`src/rtl/ulpb_tx_arbiter_pkg.sv`:
```
// Shared widths and arbiter state encoding for the ulpb TX arbiter.
package ulpb_tx_arbiter_pkg;

    localparam int unsigned ADDR_WIDTH = 8;
    localparam int unsigned DATA_WIDTH = 32;

    typedef enum logic [2:0] {
        StIdle  = 3'd0,
        StReqHi = 3'd1,
        StReqLo = 3'd2,
        StNext  = 3'd3,
        StResp  = 3'd4,
        StClr   = 3'd5
    } arb_state_e;

endpackage

```
`src/rtl/ulpb_rr_pick.sv`:
```
// Combinational rotate-priority picker: first valid bit at or after ptr_i, wrapping.
module ulpb_rr_pick #(
    parameter int unsigned N  = 4,
    parameter int unsigned IW = $clog2(N)
) (
    input  logic [N-1:0]  valid_i,
    input  logic [IW-1:0] ptr_i,
    output logic [N-1:0]  onehot_o,
    output logic [IW-1:0] idx_o,
    output logic          any_o
);

    int unsigned j;

    always_comb begin
        onehot_o = '0;
        idx_o    = '0;
        any_o    = 1'b0;
        j        = 0;
        for (int unsigned k = 0; k < N; k++) begin
            j = (32'(ptr_i) + k) % N;
            if (!any_o && valid_i[j]) begin
                any_o       = 1'b1;
                idx_o       = IW'(j);
                onehot_o[j] = 1'b1;
            end
        end
    end

endmodule

```
`src/rtl/ulpb_tx_arbiter.sv`:
```
// Round-robin arbiter sharing one ulpb node TX port between NUM_REQ requesters,
// with message locking, four-phase TX handshake and retry of failed single-word messages.
module ulpb_tx_arbiter
    import ulpb_tx_arbiter_pkg::*;
#(
    parameter int unsigned NUM_REQ     = 4,
    parameter int unsigned RETRY_LIMIT = 2
) (
    input  logic                          CLK,
    input  logic                          RESET,
    input  logic [NUM_REQ-1:0]            REQ_VALID,
    input  logic [NUM_REQ*ADDR_WIDTH-1:0] REQ_ADDR,
    input  logic [NUM_REQ*DATA_WIDTH-1:0] REQ_DATA,
    input  logic [NUM_REQ-1:0]            REQ_PEND,
    output logic [NUM_REQ-1:0]            REQ_ACK,
    output logic [NUM_REQ-1:0]            REQ_DONE,
    output logic [NUM_REQ-1:0]            REQ_FAIL,
    output logic [ADDR_WIDTH-1:0]         TX_ADDR,
    output logic [DATA_WIDTH-1:0]         TX_DATA,
    output logic                          TX_PEND,
    output logic                          TX_REQ,
    input  logic                          TX_ACK,
    input  logic                          TX_SUCC,
    input  logic                          TX_FAIL,
    output logic                          TX_RESP_ACK
);

    localparam int unsigned IdxW = $clog2(NUM_REQ);
    localparam int unsigned CntW = $clog2(RETRY_LIMIT + 2);

    arb_state_e              state_q, state_d;
    logic [IdxW-1:0]         rr_ptr_q, rr_ptr_d;
    logic [IdxW-1:0]         grant_q, grant_d;
    logic [NUM_REQ-1:0]      grant_oh_q, grant_oh_d;
    logic [CntW-1:0]         retry_cnt_q, retry_cnt_d;
    logic                    retry_q, retry_d;
    logic                    multi_q, multi_d;
    logic [ADDR_WIDTH-1:0]   hold_addr_q, hold_addr_d;
    logic [DATA_WIDTH-1:0]   hold_data_q, hold_data_d;
    logic                    hold_pend_q, hold_pend_d;
    logic [NUM_REQ-1:0]      req_ack_q, req_ack_d;
    logic [NUM_REQ-1:0]      req_done_q, req_done_d;
    logic [NUM_REQ-1:0]      req_fail_q, req_fail_d;

    logic [NUM_REQ-1:0]      pick_oh;
    logic [IdxW-1:0]         pick_idx;
    logic                    pick_any;

    ulpb_rr_pick #(
        .N  (NUM_REQ),
        .IW (IdxW)
    ) u_pick (
        .valid_i  (REQ_VALID),
        .ptr_i    (rr_ptr_q),
        .onehot_o (pick_oh),
        .idx_o    (pick_idx),
        .any_o    (pick_any)
    );

    always_comb begin
        state_d     = state_q;
        rr_ptr_d    = rr_ptr_q;
        grant_d     = grant_q;
        grant_oh_d  = grant_oh_q;
        retry_cnt_d = retry_cnt_q;
        retry_d     = retry_q;
        multi_d     = multi_q;
        hold_addr_d = hold_addr_q;
        hold_data_d = hold_data_q;
        hold_pend_d = hold_pend_q;
        req_ack_d   = '0;
        req_done_d  = '0;
        req_fail_d  = '0;

        unique case (state_q)
            StIdle: begin
                if (pick_any) begin
                    grant_d     = pick_idx;
                    grant_oh_d  = pick_oh;
                    hold_addr_d = REQ_ADDR[int'(pick_idx)*ADDR_WIDTH +: ADDR_WIDTH];
                    hold_data_d = REQ_DATA[int'(pick_idx)*DATA_WIDTH +: DATA_WIDTH];
                    hold_pend_d = REQ_PEND[pick_idx];
                    multi_d     = REQ_PEND[pick_idx];
                    retry_cnt_d = '0;
                    retry_d     = 1'b0;
                    state_d     = StReqHi;
                end
            end
            StReqHi: begin
                if (TX_FAIL) begin
                    state_d = StResp;
                end else if (TX_ACK) begin
                    req_ack_d = grant_oh_q;
                    state_d   = StReqLo;
                end
            end
            StReqLo: begin
                if (TX_FAIL) begin
                    state_d = StResp;
                end else if (!TX_ACK) begin
                    state_d = hold_pend_q ? StNext : StResp;
                end
            end
            StNext: begin
                if (TX_FAIL) begin
                    state_d = StResp;
                end else if (REQ_VALID[grant_q]) begin
                    hold_addr_d = REQ_ADDR[int'(grant_q)*ADDR_WIDTH +: ADDR_WIDTH];
                    hold_data_d = REQ_DATA[int'(grant_q)*DATA_WIDTH +: DATA_WIDTH];
                    hold_pend_d = REQ_PEND[grant_q];
                    state_d     = StReqHi;
                end
            end
            StResp: begin
                // FAIL wins when the node reports both at once
                if (TX_FAIL) begin
                    if (!multi_q && (32'(retry_cnt_q) < RETRY_LIMIT)) begin
                        retry_cnt_d = retry_cnt_q + CntW'(1);
                        retry_d     = 1'b1;
                    end else begin
                        req_fail_d = grant_oh_q;
                    end
                    state_d = StClr;
                end else if (TX_SUCC) begin
                    req_done_d = grant_oh_q;
                    state_d    = StClr;
                end
            end
            StClr: begin
                if (!TX_SUCC && !TX_FAIL) begin
                    if (retry_q) begin
                        retry_d = 1'b0;
                        state_d = StReqHi;
                    end else begin
                        rr_ptr_d = (grant_q == IdxW'(NUM_REQ - 1)) ? '0 : grant_q + IdxW'(1);
                        state_d  = StIdle;
                    end
                end
            end
            default: state_d = StIdle;
        endcase
    end

    always_ff @(posedge CLK) begin
        if (RESET) begin
            state_q     <= StIdle;
            rr_ptr_q    <= '0;
            grant_q     <= '0;
            grant_oh_q  <= '0;
            retry_cnt_q <= '0;
            retry_q     <= 1'b0;
            multi_q     <= 1'b0;
            hold_addr_q <= '0;
            hold_data_q <= '0;
            hold_pend_q <= 1'b0;
            req_ack_q   <= '0;
            req_done_q  <= '0;
            req_fail_q  <= '0;
        end else begin
            state_q     <= state_d;
            rr_ptr_q    <= rr_ptr_d;
            grant_q     <= grant_d;
            grant_oh_q  <= grant_oh_d;
            retry_cnt_q <= retry_cnt_d;
            retry_q     <= retry_d;
            multi_q     <= multi_d;
            hold_addr_q <= hold_addr_d;
            hold_data_q <= hold_data_d;
            hold_pend_q <= hold_pend_d;
            req_ack_q   <= req_ack_d;
            req_done_q  <= req_done_d;
            req_fail_q  <= req_fail_d;
        end
    end

    // An early TX_FAIL drops TX_REQ in the same cycle
    assign TX_REQ      = (state_q == StReqHi) && !TX_FAIL;
    assign TX_RESP_ACK = (state_q == StClr);
    assign TX_ADDR     = hold_addr_q;
    assign TX_DATA     = hold_data_q;
    assign TX_PEND     = hold_pend_q;
    assign REQ_ACK     = req_ack_q;
    assign REQ_DONE    = req_done_q;
    assign REQ_FAIL    = req_fail_q;

endmodule

```
`config.mk`:
```
export PLATFORM = sky130hd
export DESIGN_NAME = ulpb_tx_arbiter
export DESIGN_NICKNAME = d
export VERILOG_FILES = /design/src/rtl/ulpb_tx_arbiter_pkg.sv /design/src/rtl/ulpb_rr_pick.sv /design/src/rtl/ulpb_tx_arbiter.sv
export SDC_FILE = /design/constraint.sdc
export NUM_CORES = 1
export LEC_CHECK = 0
export BUFFER_PORTS_ARGS = -buffer_cell sky130_fd_sc_hd__buf_2
export CAP_MARGIN = 15
export CORE_ASPECT_RATIO = 1.75
export CORE_UTILIZATION = 45
export DETAILED_ROUTE_END_ITERATION = 6
export PLACE_DENSITY = 0.81
export SLEW_MARGIN = 10
export SYNTH_ARGS = -nofsm -noshare
export SYNTH_HDL_FRONTEND = slang
export SYNTH_SLANG_ARGS = --single-unit
```
`constraint.sdc`:
```
create_clock -name CLK -period 5.35 [get_ports CLK]
set_input_delay 0.535 -clock CLK [delete_from_list [all_inputs] [get_ports CLK]]
set_output_delay 0.535 -clock CLK [all_outputs]
set_load 0.02 [all_outputs]
```
Word level (Yosys, flattened, before mapping)

Index checks and enable logic that the tools add are counted.

$add $sub $neg: 5
$mul: 0
Div/mod/pow operators: 0
$lt $le $gt $ge: 11
Equal/unequal tests: 16
Shift operators: 4
Muxes and demuxes: 69
Bitwise gates (word level): 9
Reduce and logical (&&, ||, !) cells: 29

Operators with widths:

| cell                                                               | number |
|---|---|
| variable part select 128 x 8 -> 32 bit                             | 2 |
| two-way mux 32 bit                                                 | 3 |
| case mux 32 bit (2 select lines)                                   | 1 |
| variable part select 32 x 6 -> 8 bit                               | 2 |
| two-way mux 3 bit                                                  | 11 |
| two-way mux 8 bit                                                  | 3 |
| two-way mux 1 bit                                                  | 23 |
| less-than comparator 2 x 3 -> 1 bit (second input constant)        | 6 |
| case mux 3 bit (6 select lines)                                    | 1 |
| two-way mux 2 bit                                                  | 8 |
| two-way mux 4 bit                                                  | 4 |
| case mux 8 bit (2 select lines)                                    | 1 |
| binary-select mux 1 bit (select 2 bit)                             | 7 |
| inequality test 3 bit (second input constant)                      | 4 |
| OR 4 bit                                                           | 3 |
| OR reduction 4 bit                                                 | 3 |
| logical AND 1 bit                                                  | 10 |
| inequality test 2 bit (second input constant)                      | 5 |
| demux 1 bit (select 2 bit)                                         | 4 |
| greater-or-equal comparator 2 x 1 -> 1 bit (second input constant) | 4 |
| AND reduction 4 bit                                                | 2 |
| adder 2 x 1 -> 2 bit (second input constant)                       | 3 |
| equality test 3 x 2 -> 1 bit (second input constant)               | 2 |
| equality test 3 bit (second input constant)                        | 2 |
| other kinds (17)                                                   | 29 |

Flip-flop bits (word level): 68
Bits in latches: 0
Bits in writable memories: 0
Bits in read-only memories: 0
Bits of input ports: 173
Output and inout bits: 55
Logic and storage cells: 156
Memories: 0

Longest topological paths before layout

Depth in word-level cells: 16
Depth in mapped cells: 12
Depth with buffers taken out: 8

Cells and area by module

Synthesis repeated with hierarchy kept, for this count alone.

Cells, all modules: 506
Area total of the unflattened synthesis: 4075.2 sq um

By module, submodules not included:

| module          | times used | cells each | area an instance (sq um) | sequential area each (sq um) |
|---|---|---|---|---|
| ulpb_tx_arbiter | 1          | 461        | 3656.0                   | 1361.3 |
| ulpb_rr_pick    | 1          | 45         | 419.2                    | 0.0 |

Worst setup path after synthesis

Ideal clock, no wire load.

Path type: flip-flop to flip-flop
Start point: register rr_ptr_q[1]
End point: register hold_addr_q[2] (netlist: TX_ADDR[2])
Setup time: 0.138 ns
Data arrival time: 2.645 ns
Required time: 5.212 ns
Slack: 2.567 ns
Cell stages (with the launch flop): 12
Buffers on the path: 3
Period minus slack after synthesis: 2.783 ns
Cells stage by stage: dfxtp_1 > clkbuf_1 > inv_1 > ha_1 > buf_2 > or3b_1 > a2111o_1 > nand2_2 > o211ai_1 > nand3_1 > buf_1 > o221ai_1

Longest elaborated chain between the ends: 15
Elaborated cells on any way between the ends: 30
Classes of those cells: 3 x add/sub; 1 x eq/ne; 1 x shift; 18 x mux; 7 x reduce/logical

Ends and longest elaborated chain:

| item                                                                          | RTL line               | text |
|---|---|---|
| from (decl)                                                                   | ulpb_tx_arbiter.sv:32  | `logic [IdxW-1:0] rr_ptr_q, rr_ptr_d;` |
| from (signal assigned)                                                        | ulpb_tx_arbiter.sv:161 | `rr_ptr_q <= rr_ptr_d;` |
| parallel branches: the longest is 15 deep, another holds adder 2 x 1 -> 2 bit | -                      |  |
| to (signal assigned)                                                          | ulpb_tx_arbiter.sv:167 | `hold_addr_q <= hold_addr_d;` |
| to (decl)                                                                     | ulpb_tx_arbiter.sv:38  | `logic [ADDR_WIDTH-1:0] hold_addr_q, hold_addr_d;` |

Several ways; the timed one is not identified. The select of a mux whose other input is x is not followed.
A chain may end at the register's enable or synchronous reset.

Final worst setup path

Start point: register rr_ptr_q[0]
End point: register hold_addr_q[6] (netlist: TX_ADDR[6])

Same word-level chain as after synthesis.

==> metrics <==
number of flops mapped to enable cells by yosys=0; grt met3 use=0.1011; post-DP HPWL=9876 µm; post-synthesis mux area share=0.2470; Std-Cell Rows=46; Post-Synth Simple-Gate Area=0.1414; H-tree depth=3; routed vias=4,217; Area growth syn-to-layout=32.63%; total CTS buffers=9; Worst-Skew Late Latency=0.33 ns; wire per inst=16.92 µm; CTS root buf=clkbuf_16; postcts setup bufs=0; met2 usage=0.4568; CP peak stage delay=0.64 ns; Final min period=3.605 ns; syn_area_per_cell=9.626 µm²; Routed Antenna Nets=0; placer congestion estimate=0.8934; die width=74.59 µm; Worst Path Required=5.51 ns; post-synthesis register bit count=68; delay-heaviest family, CP=multiplexers; Slew @ Worst Pin=0.8693 ns; CP Max Fanout=80; initial drt markers=182; met1 Track Usage GR=0.2523; sw power=0.0009402 W; setup tns final=0 ns; final hold slack=0.4553 ns; die area=9623 µm²; async set-reset flop share out of synthesis=0; TritonRoute pass-1 iters=4; switching share of power=0.3925; drt total wl=12,890 µm; register area share after synthesis=0.3281; FMAX=277.4 MHz; sequential fraction of design power=0.331; # Max-Cap Violations=0; fin nets=816; Die Span Y=129.0 µm; DRC=0; PortBufs=227; Multi-input gate area=2481 µm²; final setup violation count=0; Worst EP arrival=3.77 ns; mapped cell area=4149 µm²; first-pass GRT wire length=18,490 µm; TritonCTS clock tree=built; clock power share=0.262; Final Cycle Share=0.6738; Synth Area in Compound Gates=0.1888; most used cell, CP=mux2i_1; skew final=0.007584 ns; starting density of the core=0.4621; PwrDens=435.3 nW/µm²; CP bufs+invs=2; clock buffer depth=2; XOR/XNOR Fraction of Synth Area=0; adder-cell area share of the yosys netlist=0.01809; largest net degree at the start of global routing=81; Gates resized, CTS repair=0; core outline area=8979 µm²; Critical Path Sink Type=flop; worst rel slew slack=0.4199; leakage=2.956 nW; gr busiest metal=met2; largest family of logic cells by synthesized area=multiplexers; RSZ-0062 raised after global routing=no; Synth Flop Type=dfxtp_1; ant diodes=0; crit path kind=flop to flop; Mapped Nets=610; crit path launch type=flop; worst path cell trace=inv_1 > ha_1 > mux2i_1 > mux2i_2 > a211oi_1 > o31ai_4 > buf_12 > mux2i_1 > o221ai_1; Hold Buf Count CTS=0; total grt overflow=0; Total GRT Usage=0.2553; vias in the first global route=3,930; Final Hold Fails=0; Synth Instances=431; FF+latch area=1361 µm²; Reg clk slew, reported paths=0.06 ns; Final Max Slew Viols=0; distinct cell type count after synthesis=55; Comb power frac=0.407; Pint=0.001455 W; slowest stage cell, crit path=dfxtp_1; share of cells above drive strength 1=0.4034; yosys warns=0; I/O pins=228; Worst VDD drop=0.0002480 V; CTS sink cnt=68; FILL cells=776; Hold Path Class=flop to flop; via/cell ratio=5.534; status=complete, no violations; initial antenna violation count=0
[final timing paths]
kind / from / end / slack, ns / cells after the start
worst min register to register: TX_ADDR[5] / TX_ADDR[5] / 0.46 / 2
worst max register to register: rr_ptr_q[0] / TX_ADDR[6] / 1.74 / 9
worst max-delay path: rr_ptr_q[0] / TX_ADDR[6] / 1.74 / 9
worst min-delay path: TX_ADDR[5] / TX_ADDR[5] / 0.46 / 2
[cell usage after synthesis, types with 4 or more instances]
library cell / count / area [µm²]
a21oi_1: 11 / 55.05
a22o_1: 4 / 35.03
a311oi_1: 4 / 35.03
and2_1: 15 / 93.84
buf_12: 9 / 180.2
buf_2: 8 / 40.04
clkbuf_1: 16 / 60.06
dfxtp_1: 68 / 1361
ha_1: 6 / 75.07
inv_1: 6 / 22.52
mux2i_1: 92 / 920.9
nand2_1: 55 / 206.5
nand2b_1: 7 / 43.79
nand3_1: 4 / 20.02
nor2_1: 18 / 67.56
nor3_1: 9 / 45.04
o211ai_1: 4 / 30.03
o21ai_0: 4 / 20.02
o221ai_1: 41 / 359.1
[area by class of cell]
type / count / share of cell area
inverters: 6 / 0.004093
repair buffers: 230 / 0.2128
well taps: 120 / 0.02729
clock inverters: 7 / 0.01660
clock buffers: 9 / 0.04093
flip-flops and latches: 68 / 0.2474
multi-input cells: 322 / 0.4509
[power by group through the flow]
stage               logic [W]  registers [W]  clock network, W
floorplan            0.000564       0.000911                 0
global placement     0.000949       0.000793                 0
detailed placement   0.000972       0.000797                 0
CTS                  0.000976       0.000790          0.000635
global route          0.00106       0.000813          0.000661
finish               0.000976       0.000792          0.000627
[worst register-to-register path: stages, from the launching register on]
cell and delay, ns:
dfxtp_1 0.64, inv_1 0.22, ha_1 0.54, mux2i_1 0.17
mux2i_2 0.43, a211oi_1 0.21, o31ai_4 0.25, buf_12 0.41
mux2i_1 0.41, o221ai_1 0.16
[flip-flops by register name, summed over array words and instances (netlist names), 2 cells and up]
name and count:
TX_DATA 32, TX_ADDR 8, REQ_ACK 4, REQ_DONE 4
REQ_FAIL 4, grant_oh_q 4, state_q 3, grant_q 2
retry_cnt_q 2, rr_ptr_q 2
[cell families after synthesis]
family / after synthesis
and+or+nand+nor: 122
muxes: 99
AOI/OAI and AO/OA: 95
DFF: 68
buffers and inverters: 41
adders and majority gates: 6
[cell usage in the layout, fill, tap and decap left out, types with 3 or more instances in the layout]
cell | Yosys | layout
and2_1 | 15 | 15
nand2b_1 | 7 | 7
a211oi_1 | 3 | 3
a21oi_1 | 11 | 11
o221ai_1 | 41 | 41
a22o_1 | 4 | 4
o21ai_0 | 4 | 4
nand3b_1 | 3 | 3
a311oi_1 | 4 | 4
nor3_1 | 9 | 9
dfxtp_1 | 68 | 68
clkbuf_16 | 0 | 9
nand3_1 | 4 | 4
nor2_1 | 18 | 17
ha_1 | 6 | 6
mux2i_1 | 92 | 92
nand2_1 | 55 | 55
inv_1 | 6 | 6
clkinv_2 | 0 | 3
a2bb2oi_1 | 3 | 3
buf_2 | 8 | 227
mux2_2 | 3 | 3
o211ai_1 | 4 | 4
[per-stage QoR]
step / instance area [µm²] / setup slack [ns] / instances / utilization / power, W
after floorplan: 4149 / 2.567 / 431 / - / 0.001475
after CTS: 5503 / 1.760 / 762 / 0.6129 / 0.002401
after global routing: 5503 / 1.476 / 762 / 0.6129 / 0.002532
after global placement: 5186 / 1.977 / 746 / 0.5776 / 0.001742
after detailed placement: 5186 / 1.770 / 746 / 0.5776 / 0.001769
final: 5503 / 1.745 / 762 / 0.6129 / 0.002396
[per-layer routing]
metal | part of all wire | vias to the layer above
met3 | 0.10 | 34
met2 | 0.51 | 217
met4 | 0.032 | 0
met1 | 0.36 | 1927
li1 | - | 2039
met5 | 0 | -
No activity file was read; power rests on OpenSTA's default activity.
